==> src/rtl/uart_tx_fifo_if.sv <==
// Byte-stream bundle between ctrl_uart (writer), the tx FIFO/pacer and tx_uart.
// Pure wiring, no latency of its own.
// No backpressure: the writer learns of a lost byte only through overflow.
interface uart_tx_fifo_if #(
  parameter int DEPTH = 16
);
  logic                    wr_en;
  logic [7:0]              wr_data;
  logic                    ovf_clr;
  logic                    tx_ready;
  logic [7:0]              tx_data;
  logic [$clog2(DEPTH):0]  count;
  logic                    empty;
  logic                    full;
  logic                    overflow;
  logic                    idle;

  // Producer side: pushes bytes, clears the overflow flag, watches status.
  modport master (
    output wr_en, wr_data, ovf_clr,
    input  tx_ready, tx_data, count, empty, full, overflow, idle
  );

  // FIFO side: consumes writes, emits paced launch strobes and status.
  modport slave (
    input  wr_en, wr_data, ovf_clr,
    output tx_ready, tx_data, count, empty, full, overflow, idle
  );
endinterface

==> src/rtl/uart_tx_fifo.sv <==
// Byte FIFO that replays queued bytes to tx_uart as one-cycle strobes spaced one frame apart.
// Latency: write at edge k into an empty idle FIFO -> tx_ready high in the cycle after edge k+1.
// No backpressure: a write while full (without a same-edge pop) raises sticky overflow.
// Optional build macro TXFIFO_DROP_OLDEST_EN: a write while full overwrites the oldest entry.
module uart_tx_fifo #(
  parameter int CLK_FREQ = 50_000_000,
  parameter int BAUD     = 9600,
  parameter int GAP_BITS = 1,
  parameter int DEPTH    = 16
) (
  input logic           clk,
  input logic           rst,
  uart_tx_fifo_if.slave bus
);

  localparam int BIT_CYC   = CLK_FREQ / BAUD;
  localparam int FRAME_CYC = BIT_CYC * (10 + GAP_BITS);
  localparam int AW        = $clog2(DEPTH);
  localparam int CW        = AW + 1;
  localparam int WW        = $clog2(FRAME_CYC);

  typedef enum logic {S_IDLE, S_WAIT} state_t;

  state_t         state, state_nxt;
  logic [7:0]     mem [DEPTH];
  logic [AW-1:0]  wr_ptr, rd_ptr;
  logic [CW-1:0]  cnt;
  logic [WW-1:0]  wcnt;
  logic           tx_ready_q;
  logic [7:0]     tx_data_q;
  logic           ovf_q;

  logic           pop;
  logic           wcnt_dec;
  logic           full_now;
  logic           push;
  logic           ovf_evt;

  assign full_now = (cnt == CW'(DEPTH));
  // A pop on the same edge frees a slot, so a write into a full FIFO is still accepted.
  assign push     = bus.wr_en && (!full_now || pop);
  assign ovf_evt  = bus.wr_en && full_now && !pop;

  // FSM state register.
  always_ff @(posedge clk or posedge rst) begin
    if (rst) state <= S_IDLE;
    else     state <= state_nxt;
  end

  // Next state: IDLE launches a byte whenever one was already queued; WAIT burns a frame.
  always_comb begin
    state_nxt = state;
    pop       = 1'b0;
    wcnt_dec  = 1'b0;
    unique case (state)
      S_IDLE: begin
        if (cnt != '0) begin
          pop       = 1'b1;
          state_nxt = S_WAIT;
        end
      end
      S_WAIT: begin
        if (wcnt == '0) state_nxt = S_IDLE;
        else            wcnt_dec  = 1'b1;
      end
      default: state_nxt = S_IDLE;
    endcase
  end

  // Storage array; no reset needed since count gates every read.
  always_ff @(posedge clk) begin
    if (push) begin
      mem[wr_ptr] <= bus.wr_data;
    end
`ifdef TXFIFO_DROP_OLDEST_EN
    else if (ovf_evt) begin
      // Full means wr_ptr == rd_ptr, so this replaces the oldest byte.
      mem[rd_ptr] <= bus.wr_data;
    end
`endif
  end

  // Pointers, occupancy, frame counter, launch strobe and overflow flag.
  always_ff @(posedge clk or posedge rst) begin
    if (rst) begin
      wr_ptr     <= '0;
      rd_ptr     <= '0;
      cnt        <= '0;
      wcnt       <= '0;
      tx_ready_q <= 1'b0;
      tx_data_q  <= 8'h00;
      ovf_q      <= 1'b0;
    end else begin
      tx_ready_q <= pop;
      if (pop) begin
        tx_data_q <= mem[rd_ptr];
        rd_ptr    <= rd_ptr + AW'(1);
        // Strobe cycle plus FRAME_CYC-2 countdown plus the zero-detect cycle = one frame.
        wcnt      <= WW'(FRAME_CYC - 2);
      end else if (wcnt_dec) begin
        wcnt <= wcnt - WW'(1);
      end
      if (push) wr_ptr <= wr_ptr + AW'(1);
`ifdef TXFIFO_DROP_OLDEST_EN
      if (ovf_evt) begin
        wr_ptr <= wr_ptr + AW'(1);
        rd_ptr <= rd_ptr + AW'(1);
      end
`endif
      unique case ({push, pop})
        2'b10:   cnt <= cnt + CW'(1);
        2'b01:   cnt <= cnt - CW'(1);
        default: cnt <= cnt;
      endcase
      // Setting wins over clearing so a same-edge loss is never hidden.
      if (ovf_evt)          ovf_q <= 1'b1;
      else if (bus.ovf_clr) ovf_q <= 1'b0;
    end
  end

  assign bus.tx_ready = tx_ready_q;
  assign bus.tx_data  = tx_data_q;
  assign bus.count    = cnt;
  assign bus.empty    = (cnt == '0);
  assign bus.full     = full_now;
  assign bus.overflow = ovf_q;
  assign bus.idle     = (cnt == '0) && (state == S_IDLE);

endmodule

==> src/flat_wrapper.sv <==
// flat-port wrapper written by rule: the top's interface ports become plain ports
module uart_tx_fifo_flat 
#(
  parameter int CLK_FREQ = 50_000_000,
  parameter int BAUD     = 9600,
  parameter int GAP_BITS = 1,
  parameter int DEPTH    = 16
)
  (clk, rst, bus_wr_en, bus_wr_data, bus_ovf_clr, bus_tx_ready, bus_tx_data, bus_count, bus_empty, bus_full, bus_overflow, bus_idle);
  uart_tx_fifo_if #(.DEPTH(DEPTH)) bus_i ();
  input logic clk;
  input logic rst;
  input wire logic [$bits(bus_i.wr_en)-1:0] bus_wr_en;
  input wire logic [$bits(bus_i.wr_data)-1:0] bus_wr_data;
  input wire logic [$bits(bus_i.ovf_clr)-1:0] bus_ovf_clr;
  output wire logic [$bits(bus_i.tx_ready)-1:0] bus_tx_ready;
  output wire logic [$bits(bus_i.tx_data)-1:0] bus_tx_data;
  output wire logic [$bits(bus_i.count)-1:0] bus_count;
  output wire logic [$bits(bus_i.empty)-1:0] bus_empty;
  output wire logic [$bits(bus_i.full)-1:0] bus_full;
  output wire logic [$bits(bus_i.overflow)-1:0] bus_overflow;
  output wire logic [$bits(bus_i.idle)-1:0] bus_idle;
  assign bus_i.wr_en = bus_wr_en;
  assign bus_i.wr_data = bus_wr_data;
  assign bus_i.ovf_clr = bus_ovf_clr;
  assign bus_tx_ready = bus_i.tx_ready;
  assign bus_tx_data = bus_i.tx_data;
  assign bus_count = bus_i.count;
  assign bus_empty = bus_i.empty;
  assign bus_full = bus_i.full;
  assign bus_overflow = bus_i.overflow;
  assign bus_idle = bus_i.idle;
  uart_tx_fifo #(.CLK_FREQ(CLK_FREQ), .BAUD(BAUD), .GAP_BITS(GAP_BITS), .DEPTH(DEPTH)) u_core (.clk(clk), .rst(rst), .bus(bus_i));
endmodule
==> config.mk <==
export PLATFORM = sky130hd
export DESIGN_NAME = uart_tx_fifo_flat
export DESIGN_NICKNAME = d
export VERILOG_FILES = /design/src/rtl/uart_tx_fifo_if.sv /design/src/rtl/uart_tx_fifo.sv /design/src/flat_wrapper.sv
export SDC_FILE = /design/constraint.sdc
export NUM_CORES = 1
export LEC_CHECK = 0
export BUFFER_PORTS_ARGS = -buffer_cell sky130_fd_sc_hd__buf_4
export CAP_MARGIN = 20
export CORE_UTILIZATION = 49
export CTS_BUF_LIST = sky130_fd_sc_hd__clkbuf_4 sky130_fd_sc_hd__clkbuf_8
export CTS_CLUSTER_DIAMETER = 120
export DETAILED_ROUTE_END_ITERATION = 7
export PLACE_DENSITY = 0.7
export SYNTH_ARGS = -nofsm -noshare
export SYNTH_HDL_FRONTEND = slang
export SYNTH_SLANG_ARGS = --single-unit
==> constraint.sdc <==
create_clock -name clk -period 3.2 [get_ports clk]
set_clock_uncertainty 0.15 [all_clocks]
set_input_delay 0.64 -clock clk [delete_from_list [all_inputs] [get_ports clk]]
set_output_delay 0.64 -clock clk [all_outputs]
set_load 0.05 [all_outputs]
==> metrics.cfg <==
[placement]
portBuffers=29
place_area_um2=7470
gp_congestion=0.874
post-dp-hpwl_mm=8.92
place_ws_ns=0.514

[timing]
tns_ns=0
hold_viol=0
fin_crit_sh_pct=92.1
hold_slack_ns=0.324
layout_min_cycle_time_ns=2.95
finalSetupViolCount=0
rsz0062_at_grt=no
max_freq_ghz=0.339
slew-limit-headroom_pct=53.1
report.final.slew_viol_count=0
tightest_slew_ns=0.697
setup_ws_ns=0.253

[drt]
drt-initial-drc-count=223
vias=3744
wl_mm=13.2
drcViolationCount=0
ant_nets=0
avgRoutedWirePerCell_um=19.8
via_per_inst=5.61
detailedRoute.firstPassIterationCount=4

[global_routing]
antenna_found_initial=0
grt_pass1_wl_mm=21.2
grt_max_degree=26
grt_pass1_vias=3911
overflow=0
grt_usage_pct=20.2

[worst_setup_path]
slowest_delay_ns=0.52
path_buf_inv=1
crit_path_max_fanout=9
path_cells=nor4_1 > nand2b_1 > nor2_1 > buf_4
worstPathRequired_ns=2.41
reg2regPathDepth=8
cp-end-kind=output port
cpLargestDelayFamily=simple AND/OR/NAND/NOR gates
crit_arrival_ns=2.16
reg2reg_slack_ns=0.51
worstReg2RegStart=u_core.bus.count[1]
cpMaxStageDelayCell=nor4_1
critPathKind=register to output port
start_kind=register
worstReg2RegEnd=u_core.bus.count[4]

[synth]
yosysTopAreaCellShare_pct=55.3
synthTopCellsByArea=edfxtp_1 55%, dfrtp_1 14%, mux4_2 11%, mux2i_1 2.7%, nand2_1 1.9%
synth_ff_type=edfxtp_1
synthSimpleGateAreaFrac_pct=7.67
synth_fa_ha_area_share_pct=1.62
synth_top_family_by_area=multiplexers
ys_seq_elements=168
synthMuxAreaShare_pct=13.4
synth_commonest_cells=128 x edfxtp_1, 40 x dfrtp_1, 35 x nand2_1
synth_xor_area_share_pct=1.89
yosys_warnings=0
syn-cell-area_um2=6950
synth_compound_area_share_pct=3.66
ys_types=44
ys_seq_area_share_pct=69.8
synthArstFlopShare_pct=23.8
yosys.area.top_type=edfxtp_1
syn-num-nets=443
synth_most_common_cell=edfxtp_1
syn_area_per_cell_um2=16.5
syn_inst=422
synth-edff-count=128

[layout]
final_design_area_no_fill_um2=7880
final_nets=495
antenna_cells=0
drive_gt1_share_pct=25.1
area_growth_pct=13.4
nFillCells=1022

[die]
start_util_pct=50.2
row_count=43
die_height_um=121
die_area_um2=14700
die_x_um=121
core-area_um2=13800
io_pins=30

[power_and_ir_drop]
power_density_nw_per_um2=681
leakagePower_nw=2.81
max-vdd-ir-drop_v=0.000373

[clock_network]
clock-sinks=168
cts_buffers=17
clkLatencyLatePin_ns=0.45
htree_levels=4
cts_resized=0
cts_max_path_buffers=2
cts.clk_slew.worst_paths_ns=0.09
cts-root-buf=clkbuf_8
postCtsSetupRepairBufs=0
cts_tree=yes

[flow_run]
max_cap_viol_count=0

[min_path]
min_from=bus_ovf_clr
hold_class=primary input to register
holdPathEnd=u_core.bus.overflow
hold_depth=3

[run_status]
status=completed

worst reg2reg max path, delay by kind of cell, from the launching register on:
| family | cells | cell delay (ns) |
|---|---|---|
| flip-flops | 1 | 0.49 |
| XOR/XNOR | 1 | 0.14 |
| AO/OA/AOI/OAI | 3 | 0.78 |
| adder cells (fa/ha/maj) | 1 | 0.23 |
| AND/OR/NAND/NOR | 3 | 0.80 |
what timing repair did:
| action | CTS | global route |
|---|---|---|
| setup endpoints to repair | 0 | 0 |
| hold buffers | 0 | 1 |
| endpoints found under the hold margin | 0 | 1 |
registers in the layout, indices dropped and copies added (netlist names):
signal and flops:
u_core.bus.count 5, u_core.bus.overflow 1, u_core.bus.tx_data 8, u_core.bus.tx_ready 1
u_core.mem 128, u_core.rd_ptr 4, u_core.state 1, u_core.wcnt 16
u_core.wr_ptr 4
logic make-up (layout without fill, tap and decap cells):
kind of cell	after synthesis	in the layout
DFF	168	168
and+or+nand+nor	111	111
buffers and inverters	32	97
adders and majority gates	9	9
xor gates and xnor gates	15	15
muxes	52	52
AOI/OAI and AO/OA	35	35
layer usage:
metal | share of wire [%] | GRT usage, % | routed length (µm)
met1 | 43 | 26.2 | 5690
met2 | 51 | 33.3 | 6750
met3 | 4.5 | 4.14 | 601
met4 | 1.5 | 8.49 | 193
met5 | 0 | 0 | 0
final cells by class:
class | instances | area, µm² | share of cell area (%)
clock inverters | 14 | 139 | 1.76
flip-flops and latches | 168 | 4840 | 61.5
inverters | 11 | 41.3 | 0.524
multi-input cells | 222 | 1960 | 24.9
clock buffers | 18 | 241 | 3.07
repair buffers | 54 | 420 | 5.34
well taps | 180 | 225 | 2.86
per-stage QoR:
step,cells,total power [mW],utilization (%)
after floorplan,422,3.61,-
after global placement,633,3.91,54.0
after detailed placement,633,3.96,54.0
after CTS,665,5.40,56.7
after global routing,667,5.61,57.0
final,667,5.36,57.0
power by group:
group          total, mW  switching [mW]  leakage (nW)  internal, mW
sequential          2.85           0.211          1.62          2.64
combinational       1.06           0.647          1.00         0.418
clock               1.45           0.801         0.188         0.646
cells in the final DEF (no fill, tap or decap), types with 3 or more instances in the layout:
cell type,n
nand3_1,8
clkbuf_8,17
dfrtp_1,40
ha_1,9
mux4_2,33
nor3_1,17
nand4_1,4
mux2i_1,19
nor2_1,24
a21oi_1,10
inv_6,5
xnor2_1,9
clkinvlp_4,3
nand2b_1,3
edfxtp_1,128
inv_8,3
nand2_1,35
inv_1,10
buf_4,52
xor2_1,6
o21ai_0,5
nor4_1,4
o221ai_1,7
worst max-delay path by stage:
stage,slack (ns),from,depth (start not counted),end
3_3_place_gp,0.57,bus_wr_en,5,u_core.mem[6][3]
2_1_floorplan,0.1,u_core.bus.count[1],6,u_core.mem[3][0]
4_1_cts,0.22,u_core.bus.count[1],4,bus_idle
3_5_place_dp,0.51,bus_wr_en,5,u_core.mem[6][2]
5_1_grt,0.08,u_core.bus.count[1],4,bus_idle
6_report,0.25,u_core.bus.count[1],4,bus_idle
(Power assumes the default switching activity.)
